**src/rtl/uart_ahb_bridge_pkg.sv**
```systemverilog
// Shared constants for the UART-to-AHB bridge: frame opcodes, AHB encodings,
// FSM state encoding and the oversampling phases used by the uart core.
package uart_ahb_bridge_pkg;

    localparam logic [7:0] OP_WRITE = 8'h57;  // 'W'
    localparam logic [7:0] OP_READ  = 8'h52;  // 'R'
    localparam logic [7:0] RSP_OK   = 8'h4B;  // 'K'
    localparam logic [7:0] RSP_ERR  = 8'h45;  // 'E'

    localparam logic [1:0] HTRANS_IDLE   = 2'b00;
    localparam logic [1:0] HTRANS_NONSEQ = 2'b10;
    localparam logic [2:0] HSIZE_WORD    = 3'b010;

    // uart core runs 8 baud ticks per bit; RX samples near mid-bit
    localparam logic [2:0] UART_LAST_TICK = 3'd7;
    localparam logic [2:0] UART_MID_TICK  = 3'd2;

    typedef enum logic [2:0] {
        ST_IDLE,
        ST_GET_ADDR,
        ST_GET_DATA,
        ST_BUS_ADDR,
        ST_BUS_DATA,
        ST_SEND
    } state_t;

    function automatic logic is_opcode(input logic [7:0] b);
        return (b == OP_WRITE) || (b == OP_READ);
    endfunction

endpackage

```
**src/rtl/uart_ahb_bridge_uart.sv**
```systemverilog
// 8N1 uart core: fractional baud accumulator, 8x oversampled receiver and a
// transmitter with a busy flag. Reset is synchronous, active-low.
module uart_ahb_bridge_uart
    import uart_ahb_bridge_pkg::*;
(
    input  logic        CLK_I,
    input  logic        RST_N_I,
    input  logic [10:0] ADD_I,
    input  logic        RX_I,
    output logic        TX_O,
    output logic [7:0]  RX_DATA_O,
    output logic        RX_VALID_O,
    input  logic [7:0]  TX_DATA_I,
    input  logic        TX_VALID_I,
    output logic        TX_BUSY_O
);

    logic [10:0] acc_reg;
    logic [11:0] acc_sum;
    logic        tick;

    logic [1:0]  rx_sync_reg;
    logic        rx_active_reg;
    logic [2:0]  rx_tick_reg;
    logic [3:0]  rx_bit_reg;
    logic [7:0]  rx_shift_reg;
    logic [7:0]  rx_data_reg;
    logic        rx_valid_reg;

    logic [9:0]  tx_shift_reg;
    logic [2:0]  tx_tick_reg;
    logic [3:0]  tx_bit_reg;
    logic        tx_busy_reg;

    assign acc_sum = {1'b0, acc_reg} + {1'b0, ADD_I};
    assign tick    = acc_sum[11];

    always_ff @(posedge CLK_I) begin
        if (!RST_N_I) acc_reg <= '0;
        else          acc_reg <= acc_sum[10:0];
    end

    // bit 0 is the start bit, 1..8 data (LSB first), 9 the stop bit
    always_ff @(posedge CLK_I) begin
        if (!RST_N_I) begin
            rx_sync_reg   <= 2'b11;
            rx_active_reg <= 1'b0;
            rx_tick_reg   <= '0;
            rx_bit_reg    <= '0;
            rx_shift_reg  <= '0;
            rx_data_reg   <= '0;
            rx_valid_reg  <= 1'b0;
        end else begin
            rx_sync_reg  <= {rx_sync_reg[0], RX_I};
            rx_valid_reg <= 1'b0;
            if (tick) begin
                if (!rx_active_reg) begin
                    if (!rx_sync_reg[1]) begin
                        rx_active_reg <= 1'b1;
                        rx_tick_reg   <= '0;
                        rx_bit_reg    <= '0;
                    end
                end else begin
                    rx_tick_reg <= rx_tick_reg + 3'd1;
                    if (rx_tick_reg == UART_MID_TICK) begin
                        rx_bit_reg <= rx_bit_reg + 4'd1;
                        if (rx_bit_reg == 4'd0) begin
                            if (rx_sync_reg[1]) rx_active_reg <= 1'b0;
                        end else if (rx_bit_reg == 4'd9) begin
                            rx_active_reg <= 1'b0;
                            if (rx_sync_reg[1]) begin
                                rx_valid_reg <= 1'b1;
                                rx_data_reg  <= rx_shift_reg;
                            end
                        end else begin
                            rx_shift_reg <= {rx_sync_reg[1], rx_shift_reg[7:1]};
                        end
                    end
                end
            end
        end
    end

    always_ff @(posedge CLK_I) begin
        if (!RST_N_I) begin
            tx_shift_reg <= '1;
            tx_tick_reg  <= '0;
            tx_bit_reg   <= '0;
            tx_busy_reg  <= 1'b0;
        end else if (!tx_busy_reg) begin
            if (TX_VALID_I) begin
                tx_shift_reg <= {1'b1, TX_DATA_I, 1'b0};
                tx_tick_reg  <= '0;
                tx_bit_reg   <= '0;
                tx_busy_reg  <= 1'b1;
            end
        end else if (tick) begin
            tx_tick_reg <= tx_tick_reg + 3'd1;
            if (tx_tick_reg == UART_LAST_TICK) begin
                tx_shift_reg <= {1'b1, tx_shift_reg[9:1]};
                tx_bit_reg   <= tx_bit_reg + 4'd1;
                if (tx_bit_reg == 4'd9) tx_busy_reg <= 1'b0;
            end
        end
    end

    assign TX_O       = tx_busy_reg ? tx_shift_reg[0] : 1'b1;
    assign TX_BUSY_O  = tx_busy_reg;
    assign RX_DATA_O  = rx_data_reg;
    assign RX_VALID_O = rx_valid_reg;

endmodule

```
**src/rtl/uart_ahb_bridge.sv**
```systemverilog
// UART-framed AHB initiator: 'W' addr data / 'R' addr frames become single
// 32-bit NONSEQ transfers; the result is returned as 'K', 'E' or 4 data bytes.
module uart_ahb_bridge
    import uart_ahb_bridge_pkg::*;
#(
    parameter logic [10:0] CLK_ADD = 11'd629,
    parameter logic [23:0] TIMEOUT = 24'd1000000
) (
    input  logic        HCLK_I,
    input  logic        HRESET_I,
    input  logic        RX_I,
    output logic        TX_O,
    output logic [31:0] HADDR_O,
    output logic [1:0]  HTRANS_O,
    output logic        HWRITE_O,
    output logic [2:0]  HSIZE_O,
    output logic [31:0] HWDATA_O,
    input  logic [31:0] HRDATA_I,
    input  logic        HREADY_I,
    input  logic        HRESP_I,
    output logic        BUSY_O
);

    logic [7:0]  rx_data;
    logic        rx_valid;
    logic        tx_busy;

    state_t      state_reg;
    logic [1:0]  byte_cnt_reg;
    logic [23:0] timeout_cnt_reg;
    logic        is_write_reg;
    logic [31:0] addr_reg;
    logic [31:0] data_reg;
    logic [31:0] haddr_reg;
    logic [31:0] hwdata_reg;
    logic        hwrite_reg;
    logic [31:0] resp_reg;
    logic        err_reg;
    logic        tx_valid_reg;
    logic [7:0]  tx_data_reg;
    logic        guard_reg;
    logic        last_byte;

    uart_ahb_bridge_uart u_uart (
        .CLK_I      (HCLK_I),
        .RST_N_I    (~HRESET_I),
        .ADD_I      (CLK_ADD),
        .RX_I       (RX_I),
        .TX_O       (TX_O),
        .RX_DATA_O  (rx_data),
        .RX_VALID_O (rx_valid),
        .TX_DATA_I  (tx_data_reg),
        .TX_VALID_I (tx_valid_reg),
        .TX_BUSY_O  (tx_busy)
    );

    assign last_byte = err_reg || is_write_reg || (byte_cnt_reg == 2'd3);

    always_ff @(posedge HCLK_I) begin
        if (HRESET_I) begin
            state_reg       <= ST_IDLE;
            byte_cnt_reg    <= '0;
            timeout_cnt_reg <= '0;
            is_write_reg    <= 1'b0;
            addr_reg        <= '0;
            data_reg        <= '0;
            haddr_reg       <= '0;
            hwdata_reg      <= '0;
            hwrite_reg      <= 1'b0;
            resp_reg        <= '0;
            err_reg         <= 1'b0;
            tx_valid_reg    <= 1'b0;
            tx_data_reg     <= '0;
            guard_reg       <= 1'b0;
        end else begin
            tx_valid_reg <= 1'b0;
            case (state_reg)
                ST_IDLE: begin
                    if (rx_valid && is_opcode(rx_data)) begin
                        state_reg       <= ST_GET_ADDR;
                        is_write_reg    <= (rx_data == OP_WRITE);
                        byte_cnt_reg    <= '0;
                        timeout_cnt_reg <= '0;
                    end
                end
                ST_GET_ADDR, ST_GET_DATA: begin
                    // timeout wins; a coincident byte is re-parsed as an opcode
                    if (timeout_cnt_reg == TIMEOUT - 24'd1) begin
                        byte_cnt_reg    <= '0;
                        timeout_cnt_reg <= '0;
                        if (rx_valid && is_opcode(rx_data)) begin
                            state_reg    <= ST_GET_ADDR;
                            is_write_reg <= (rx_data == OP_WRITE);
                        end else begin
                            state_reg <= ST_IDLE;
                        end
                    end else if (rx_valid) begin
                        timeout_cnt_reg <= '0;
                        if (state_reg == ST_GET_ADDR) addr_reg <= {addr_reg[23:0], rx_data};
                        else                          data_reg <= {data_reg[23:0], rx_data};
                        if (byte_cnt_reg == 2'd3) begin
                            byte_cnt_reg <= '0;
                            if (state_reg == ST_GET_ADDR && is_write_reg) begin
                                state_reg <= ST_GET_DATA;
                            end else begin
                                state_reg  <= ST_BUS_ADDR;
                                hwrite_reg <= is_write_reg;
                                haddr_reg  <= (state_reg == ST_GET_ADDR) ?
                                              {addr_reg[23:0], rx_data} : addr_reg;
                                if (is_write_reg) hwdata_reg <= {data_reg[23:0], rx_data};
                            end
                        end else begin
                            byte_cnt_reg <= byte_cnt_reg + 2'd1;
                        end
                    end else begin
                        timeout_cnt_reg <= timeout_cnt_reg + 24'd1;
                    end
                end
                ST_BUS_ADDR: begin
                    if (HREADY_I) begin
                        state_reg    <= ST_BUS_DATA;
                        byte_cnt_reg <= '0;
                    end
                end
                ST_BUS_DATA: begin
                    if (HREADY_I) begin
                        state_reg    <= ST_SEND;
                        byte_cnt_reg <= '0;
                        resp_reg     <= HRDATA_I;
                        err_reg      <= HRESP_I;
                        guard_reg    <= 1'b0;
                    end
                end
                ST_SEND: begin
                    // the guard cycle lets the core's busy flag catch up
                    if (tx_valid_reg) begin
                        guard_reg <= 1'b1;
                        if (last_byte) begin
                            state_reg    <= ST_IDLE;
                            byte_cnt_reg <= '0;
                        end else begin
                            byte_cnt_reg <= byte_cnt_reg + 2'd1;
                            resp_reg     <= {resp_reg[23:0], 8'h00};
                        end
                    end else if (guard_reg) begin
                        guard_reg <= 1'b0;
                    end else if (!tx_busy) begin
                        tx_valid_reg <= 1'b1;
                        tx_data_reg  <= err_reg      ? RSP_ERR :
                                        is_write_reg ? RSP_OK  : resp_reg[31:24];
                    end
                end
                default: state_reg <= ST_IDLE;
            endcase
        end
    end

    assign HTRANS_O = (state_reg == ST_BUS_ADDR) ? HTRANS_NONSEQ : HTRANS_IDLE;
    assign HADDR_O  = haddr_reg;
    assign HWRITE_O = hwrite_reg;
    assign HWDATA_O = hwdata_reg;
    assign HSIZE_O  = HSIZE_WORD;
    assign BUSY_O   = (state_reg != ST_IDLE);

endmodule

```
**config.mk**
```make
export PLATFORM = sky130hd
export DESIGN_NAME = uart_ahb_bridge
export DESIGN_NICKNAME = d
export VERILOG_FILES = /design/src/rtl/uart_ahb_bridge_pkg.sv /design/src/rtl/uart_ahb_bridge_uart.sv /design/src/rtl/uart_ahb_bridge.sv
export SDC_FILE = /design/constraint.sdc
export NUM_CORES = 1
export LEC_CHECK = 0
export CAP_MARGIN = 10
export CORE_MARGIN = 2
export CORE_UTILIZATION = 45
export DETAILED_ROUTE_END_ITERATION = 10
export MAX_ROUTING_LAYER = met4
export PLACE_DENSITY = 0.74
export SLEW_MARGIN = 15
export SYNTH_ARGS = -nofsm -noshare
export SYNTH_HDL_FRONTEND = slang
export SYNTH_HIERARCHICAL = 1
export SYNTH_SLANG_ARGS = --single-unit
```
**constraint.sdc**
```tcl
create_clock -name HCLK_I -period 6.2 [get_ports HCLK_I]
set_input_delay 0.62 -clock HCLK_I [delete_from_list [all_inputs] [get_ports HCLK_I]]
set_output_delay 0.62 -clock HCLK_I [all_outputs]
set_load 0.02 [all_outputs]
```
## Word level (Yosys, flattened, before mapping)

Cells that the tools add are included.

| operators by class | value |
|---|---|
| add/subtract/negate cells | 7 |
| bitwise operators | 12 |
| shifts and indexed selects | 0 |
| multipliers | 0 |
| magnitude comparators | 0 |
| muxes and demuxes | 65 |
| reductions and logical operators | 34 |
| div/mod/pow operators | 0 |
| equality and inequality tests | 27 |

Operator list:

| kind | number |
|---|---|
| $mux 32 | 4 |
| $mux 24 | 3 |
| $pmux 32 s2 | 1 |
| $pmux 24 s2 | 1 |
| $mux 10 | 4 |
| $mux 3 | 13 |
| $mux 4 | 7 |
| $add 24x1->24 const B | 1 |
| $eq 24x20->1 const B | 1 |
| $ne 2x2->1 const B | 10 |
| $mux 1 | 18 |
| $eq 8x7->1 const B | 2 |
| $mux 2 | 8 |
| $mux 8 | 2 |
| $pmux 3 s5 | 1 |
| $reduce_and 5->1 | 3 |
| $add 11x10->12 const B | 1 |
| $not 1->1 | 12 |
| $reduce_and 2->1 | 6 |
| $reduce_and 4->1 | 3 |
| $reduce_and 6->1 | 2 |
| $eq 3x2->1 const B | 3 |
| $eq 3x3->1 const B | 3 |
| $reduce_and 3->1 | 3 |
| other kinds (22) | 33 |

| storage, ports and cells | value |
|---|---|
| memory bits (writable) | 0 |
| memories kept | 0 |
| output and inout bits | 72 |
| latch bits | 0 |
| ROM bits | 0 |
| flip-flop bits (word level) | 250 |
| word-level logic and storage cells | 171 |

## Logic depth before layout (Yosys ltp)

| logic depth | value |
|---|---|
| word-level depth | 7 |
| depth in mapped cells | 9 |
| gate-level depth less buffers | 9 |

## Hierarchy

Netlist, hierarchy kept.

By module, submodules not included:

| module | cells an instance | sequential area each (µm²) | area each (µm²) | instances |
|---|---|---|---|---|
| uart_ahb_bridge | 979 | 3,883.7 | 7,938.9 | 1 |
| uart_ahb_bridge_uart | 307 | 1,101.1 | 2,675.1 | 1 |

## Least setup slack after synthesis

Ideal clock, no wire load.

| path | value |
|---|---|
| path type | reg2reg |
| start point | register timeout_cnt_reg[21] |
| end point | register byte_cnt_reg[0] |
| library setup time | 70 ps |
| slack | 3,891 ps |
| cell stages (with the launch flop) | 7 |
| arrival | 2,238 ps |
| period minus slack after synthesis | 2,309 ps |
| cells stage by stage | dfxtp_1 > or4_1 > or4_4 > o211ai_4 > nand4_2 > a2111o_1 > a21oi_1 |

| on the way | value |
|---|---|
| word-level cells in the longest chain between the ends | 3 |
| elaborated cells between the ends (all ways) | 5 |

RTL lines:

| element | line | source |
|---|---|---|
| start: declaration | uart_ahb_bridge.sv:30 | `logic [23:0] timeout_cnt_reg;` |
| start signal: assignment | uart_ahb_bridge.sv:116 | `timeout_cnt_reg <= timeout_cnt_reg + 24'd1;` |
| $eq 24x20->1 (*) | uart_ahb_bridge.sv:88 | `if (timeout_cnt_reg == TIMEOUT - 24'd1) begin` |
| $ne 3x2->1 (no line) / $mux 2 (equally long branches) | - |  |
| $reduce_and 5->1 (no line) / $pmux 2 s4 (equally long branches) | - |  |
| end signal: assignment | uart_ahb_bridge.sv:113 | `byte_cnt_reg <= byte_cnt_reg + 2'd1;` |
| end signal: assignment | uart_ahb_bridge.sv:142 | `byte_cnt_reg <= byte_cnt_reg + 2'd1;` |
| end: declaration | uart_ahb_bridge.sv:29 | `logic [1:0] byte_cnt_reg;` |

Mark *: on every way between the ends. The rest lies on a longest branch, timed or not.
A chain may end at the register's enable or synchronous reset.

## Final worst setup path

| path | value |
|---|---|
| start point | register timeout_cnt_reg[0] |
| end point | register data_reg[2] |

| on the way | value |
|---|---|
| word-level cells in the longest chain between the ends | 3 |

RTL lines:

| element | line | source |
|---|---|---|
| $eq 24x20->1 | uart_ahb_bridge.sv:88 |  |
| $not 1->1 (no line) | - |  |
| $reduce_and 4->1 (no line) | - |  |
| end signal: assignment | uart_ahb_bridge.sv:100 | `else data_reg <= {data_reg[23:0], rx_data};` |
| end: declaration | uart_ahb_bridge.sv:33 | `logic [31:0] data_reg;` |

No other way between the ends.

==> flow_metrics.env <==
export IMPL_outcome="complete, no violations"
export IMPL_cp_data_required_time_ns=6.64
export IMPL_antenna_found_initial=0
export IMPL_clockBufferDepth=3
export IMPL_r2r_cells=7
export IMPL_slowest_delay_ns=0.70
export IMPL_finalHoldViolCount=0
export IMPL_r2r_start="timeout_cnt_reg[0]"
export IMPL_ir_drop_mv=0.148
export IMPL_comb_power_share_pct=9.8
export IMPL_intPower_mw=2.70
export IMPL_n_antenna_cell=0
export IMPL_startpoint="timeout_cnt_reg[0]"
export IMPL_htreeDepth=1
export IMPL_slowest_stage="or3_1"
export IMPL_coreArea_mm2=0.0233
export IMPL_drc=0
export IMPL_drt_iter0_markers=555
export IMPL_fin_cells=1692
export IMPL_grt_pass1_vias=8137
export IMPL_gp_congestion=0.838
export IMPL_fin_nets=1413
export IMPL_cts_tree="yes"
export IMPL_grt_max_degree=120
export IMPL_synth_warnings=6
export IMPL_sw_frac_of_total_pct=23.9
export IMPL_tightestPinTransition_ns=1.12
export IMPL_cp_end_kind="flop"
export IMPL_synth_area_mm2=0.0106
export IMPL_hold_end="u_uart/rx_sync_reg[1]"
export IMPL_routedWlPerCell_um=13.6
export IMPL_power_leakage_nw=4.21
export IMPL_yosys_area_top_type="dfxtp_1"
export IMPL_grt_overflow_total=0
export IMPL_cts_sinks=249
export IMPL_maxSlewViolCount=0
export IMPL_vias=9001
export IMPL_worst_r2r_setup_slack_ns=3.24
export IMPL_path_class="flop to flop"
export IMPL_dp_hpwl_um=15100
export IMPL_cts_setup_buffers=0
export IMPL_synth_cell_type_count=69
export IMPL_io_pins=109
export IMPL_cts_repair_resized=0
export IMPL_p_seq_share_pct=46.3
export IMPL_area_growth_pct=19.8
export IMPL_place_port_buffers=104
export IMPL_synth_most_common_cell="nand2_1"
export IMPL_min_delay_start="u_uart/rx_sync_reg[0]"
export IMPL_crit_path_max_fanout=24
export IMPL_finalSetupTns_ns=0
export IMPL_synth_async_reset_ratio_pct=0
export IMPL_dieArea_mm2=0.0248
export IMPL_synth_top_area_share_pct=47.0
export IMPL_drv_cap=0
export IMPL_die_w_um=158
export IMPL_synthCells=1286
export IMPL_rows=56
export IMPL_fin_skew_ns=0.0193
export IMPL_synth_avg_cell_area_um2=8.25
export IMPL_ys_seq_area_share_pct=47.0
export IMPL_cellPowerDensity_mw_per_mm2=279
export IMPL_vias_per_cell=5.32
export IMPL_path_clk_slew_ns=0.06
export IMPL_hp_class="flop to flop"
export IMPL_die_h_um=158
export IMPL_fin_crit_sh_pct=47.8
export IMPL_synth_seq_cells=249
export IMPL_synthTopCellsByCount="279 x nand2_1, 249 x dfxtp_1, 139 x nor2_1, 129 x a21oi_1, 65 x clkbuf_1"
export IMPL_p_sw_uw=845
export IMPL_max_freq_ghz=0.337
export IMPL_synth_top_flop_cell="dfxtp_1"
export IMPL_dpl_cell_count=1644
export IMPL_grt_pass1_wl_um=38900
export IMPL_cts_buffers=26
export IMPL_hold_depth=1
export IMPL_cts_hold_buf=0
export IMPL_yosys_top_cells_area="dfxtp_1 47%, nand2_1 9.9%, a21oi_1 6.1%"
export IMPL_cp_arrival_ns=3.41
export IMPL_worstSetupStartpointType="flop"
export IMPL_root_buffer="clkbuf_16"
export IMPL_drt_wl_total_um=23000
export IMPL_rsz0062_at_grt="no"
export IMPL_min_period_ns=2.96
export IMPL_synth_edf_count=0
export IMPL_final_layout_size_suffix_gt1_share_pct=5.46
export IMPL_track_usage_pct=19.0
export IMPL_relSlewSlack_pct=25.0
export IMPL_path_buf_inv=0
export IMPL_clockPowerShare_pct=43.8
export IMPL_start_util_pct=45.5
export IMPL_worstPathCellList="ha_1 > nand3_1 > or4_4 > o21ai_1 > or3_1 > nand2_1 > a21oi_1"
export IMPL_final_setup_viol_count=0
export IMPL_antenna_left=0
export IMPL_clock_latency_ns=0.53
export IMPL_path_delay_family="simple AND/OR/NAND/NOR gates"
export IMPL_r2r_end="data_reg[2]"
export IMPL_drtPass1Iterations=5
-- placed cells by master (no fill, tap or decap), types with 9 or more instances in the layout --
cell type and instances:
mux2i_1 50, a31oi_1 10, clkbuf_16 26, nor4_1 10, xor2_1 9, dfxtp_1 249
o21ai_0 32, inv_1 17, a211oi_1 37, nand2_1 279, nor3_1 25, buf_4 10
ha_1 22, conb_1 16, a22oi_1 9, clkdlybuf4s50_1 103, nor2_1 139, a311oi_1 29
a21oi_1 128, nand3_1 23
-- how the worst max path moves through the flow --
stage | slack [ns] | cells after the start | end
after global routing | 2.94 | 7 | resp_reg[30]
after CTS | 3.15 | 7 | addr_reg[15]
final | 3.24 | 7 | data_reg[2]
after global placement | 3.28 | 7 | addr_reg[24]
after floorplan | 3.89 | 6 | byte_cnt_reg[0]
after detailed placement | 3.15 | 7 | addr_reg[15]
-- routing by layer --
| layer | routed length [um] | up-vias | global-route usage (%) |
|---|---|---|---|
| li1 | - | 4611 | - |
| met3 | 1060 | 33 | 2.98 |
| met4 | 403 | 0 | 4.50 |
| met1 | 10900 | 4168 | 25.7 |
| met5 | 0 | - | - |
| met2 | 10600 | 189 | 30.0 |
-- worst reg2reg max path: cells and delay by family, from the launching register on --
family                     cells  cell delay [ns]
and+or+nand+nor                4             1.71
AOI/OAI and AO/OA              2             0.61
DFF                            1             0.38
adders and majority gates      1             0.18
-- power groups by stage --
stage / combinational, mW / sequential [mW] / clock [mW]
after floorplan: 0.269 / 1.67 / 0
final: 0.349 / 1.64 / 1.55
after global placement: 0.337 / 1.67 / 0
after CTS: 0.346 / 1.64 / 1.59
after global routing: 0.390 / 1.64 / 1.66
after detailed placement: 0.343 / 1.68 / 0
-- cell families after synthesis --
| kind of cell | share of synthesized area, % |
|---|---|
| mux | 4.82 |
| buf+inv | 4.15 |
| fa+ha+maj | 2.78 |
| simple gates | 22.6 |
| xor+xnor | 1.16 |
| other cells | 0.0708 |
| flops | 47.0 |
| compound gates | 17.4 |
-- stage by stage --
step / setup slack, ns / hold slack (ns) / utilization, % / power [mW] / cell area [um2]
6_report: 3.24 / 0.409 / 54.5 / 3.54 / 12700
5_1_grt: 2.94 / 0.442 / 54.5 / 3.69 / 12700
4_1_cts: 3.15 / 0.409 / 54.5 / 3.58 / 12700
3_5_place_dp: 3.15 / 0.396 / 50.7 / 2.02 / 11800
3_3_place_gp: 3.28 / 0.396 / 50.7 / 2.01 / 11800
2_1_floorplan: 3.89 / 0.386 / - / 1.94 / 10700
-- final cells by class --
type | instances | area (um2)
Inverter | 18 | 67.6
Fill cell | 2159 | 10600
Clock inverter | 11 | 120
Tap cell | 319 | 399
Sequential cell | 249 | 4980
Multi-Input combinational cell | 944 | 5270
Clock buffer | 37 | 752
Timing Repair Buffer | 114 | 1120
Note: power is estimated with default switching activity, not from simulation.
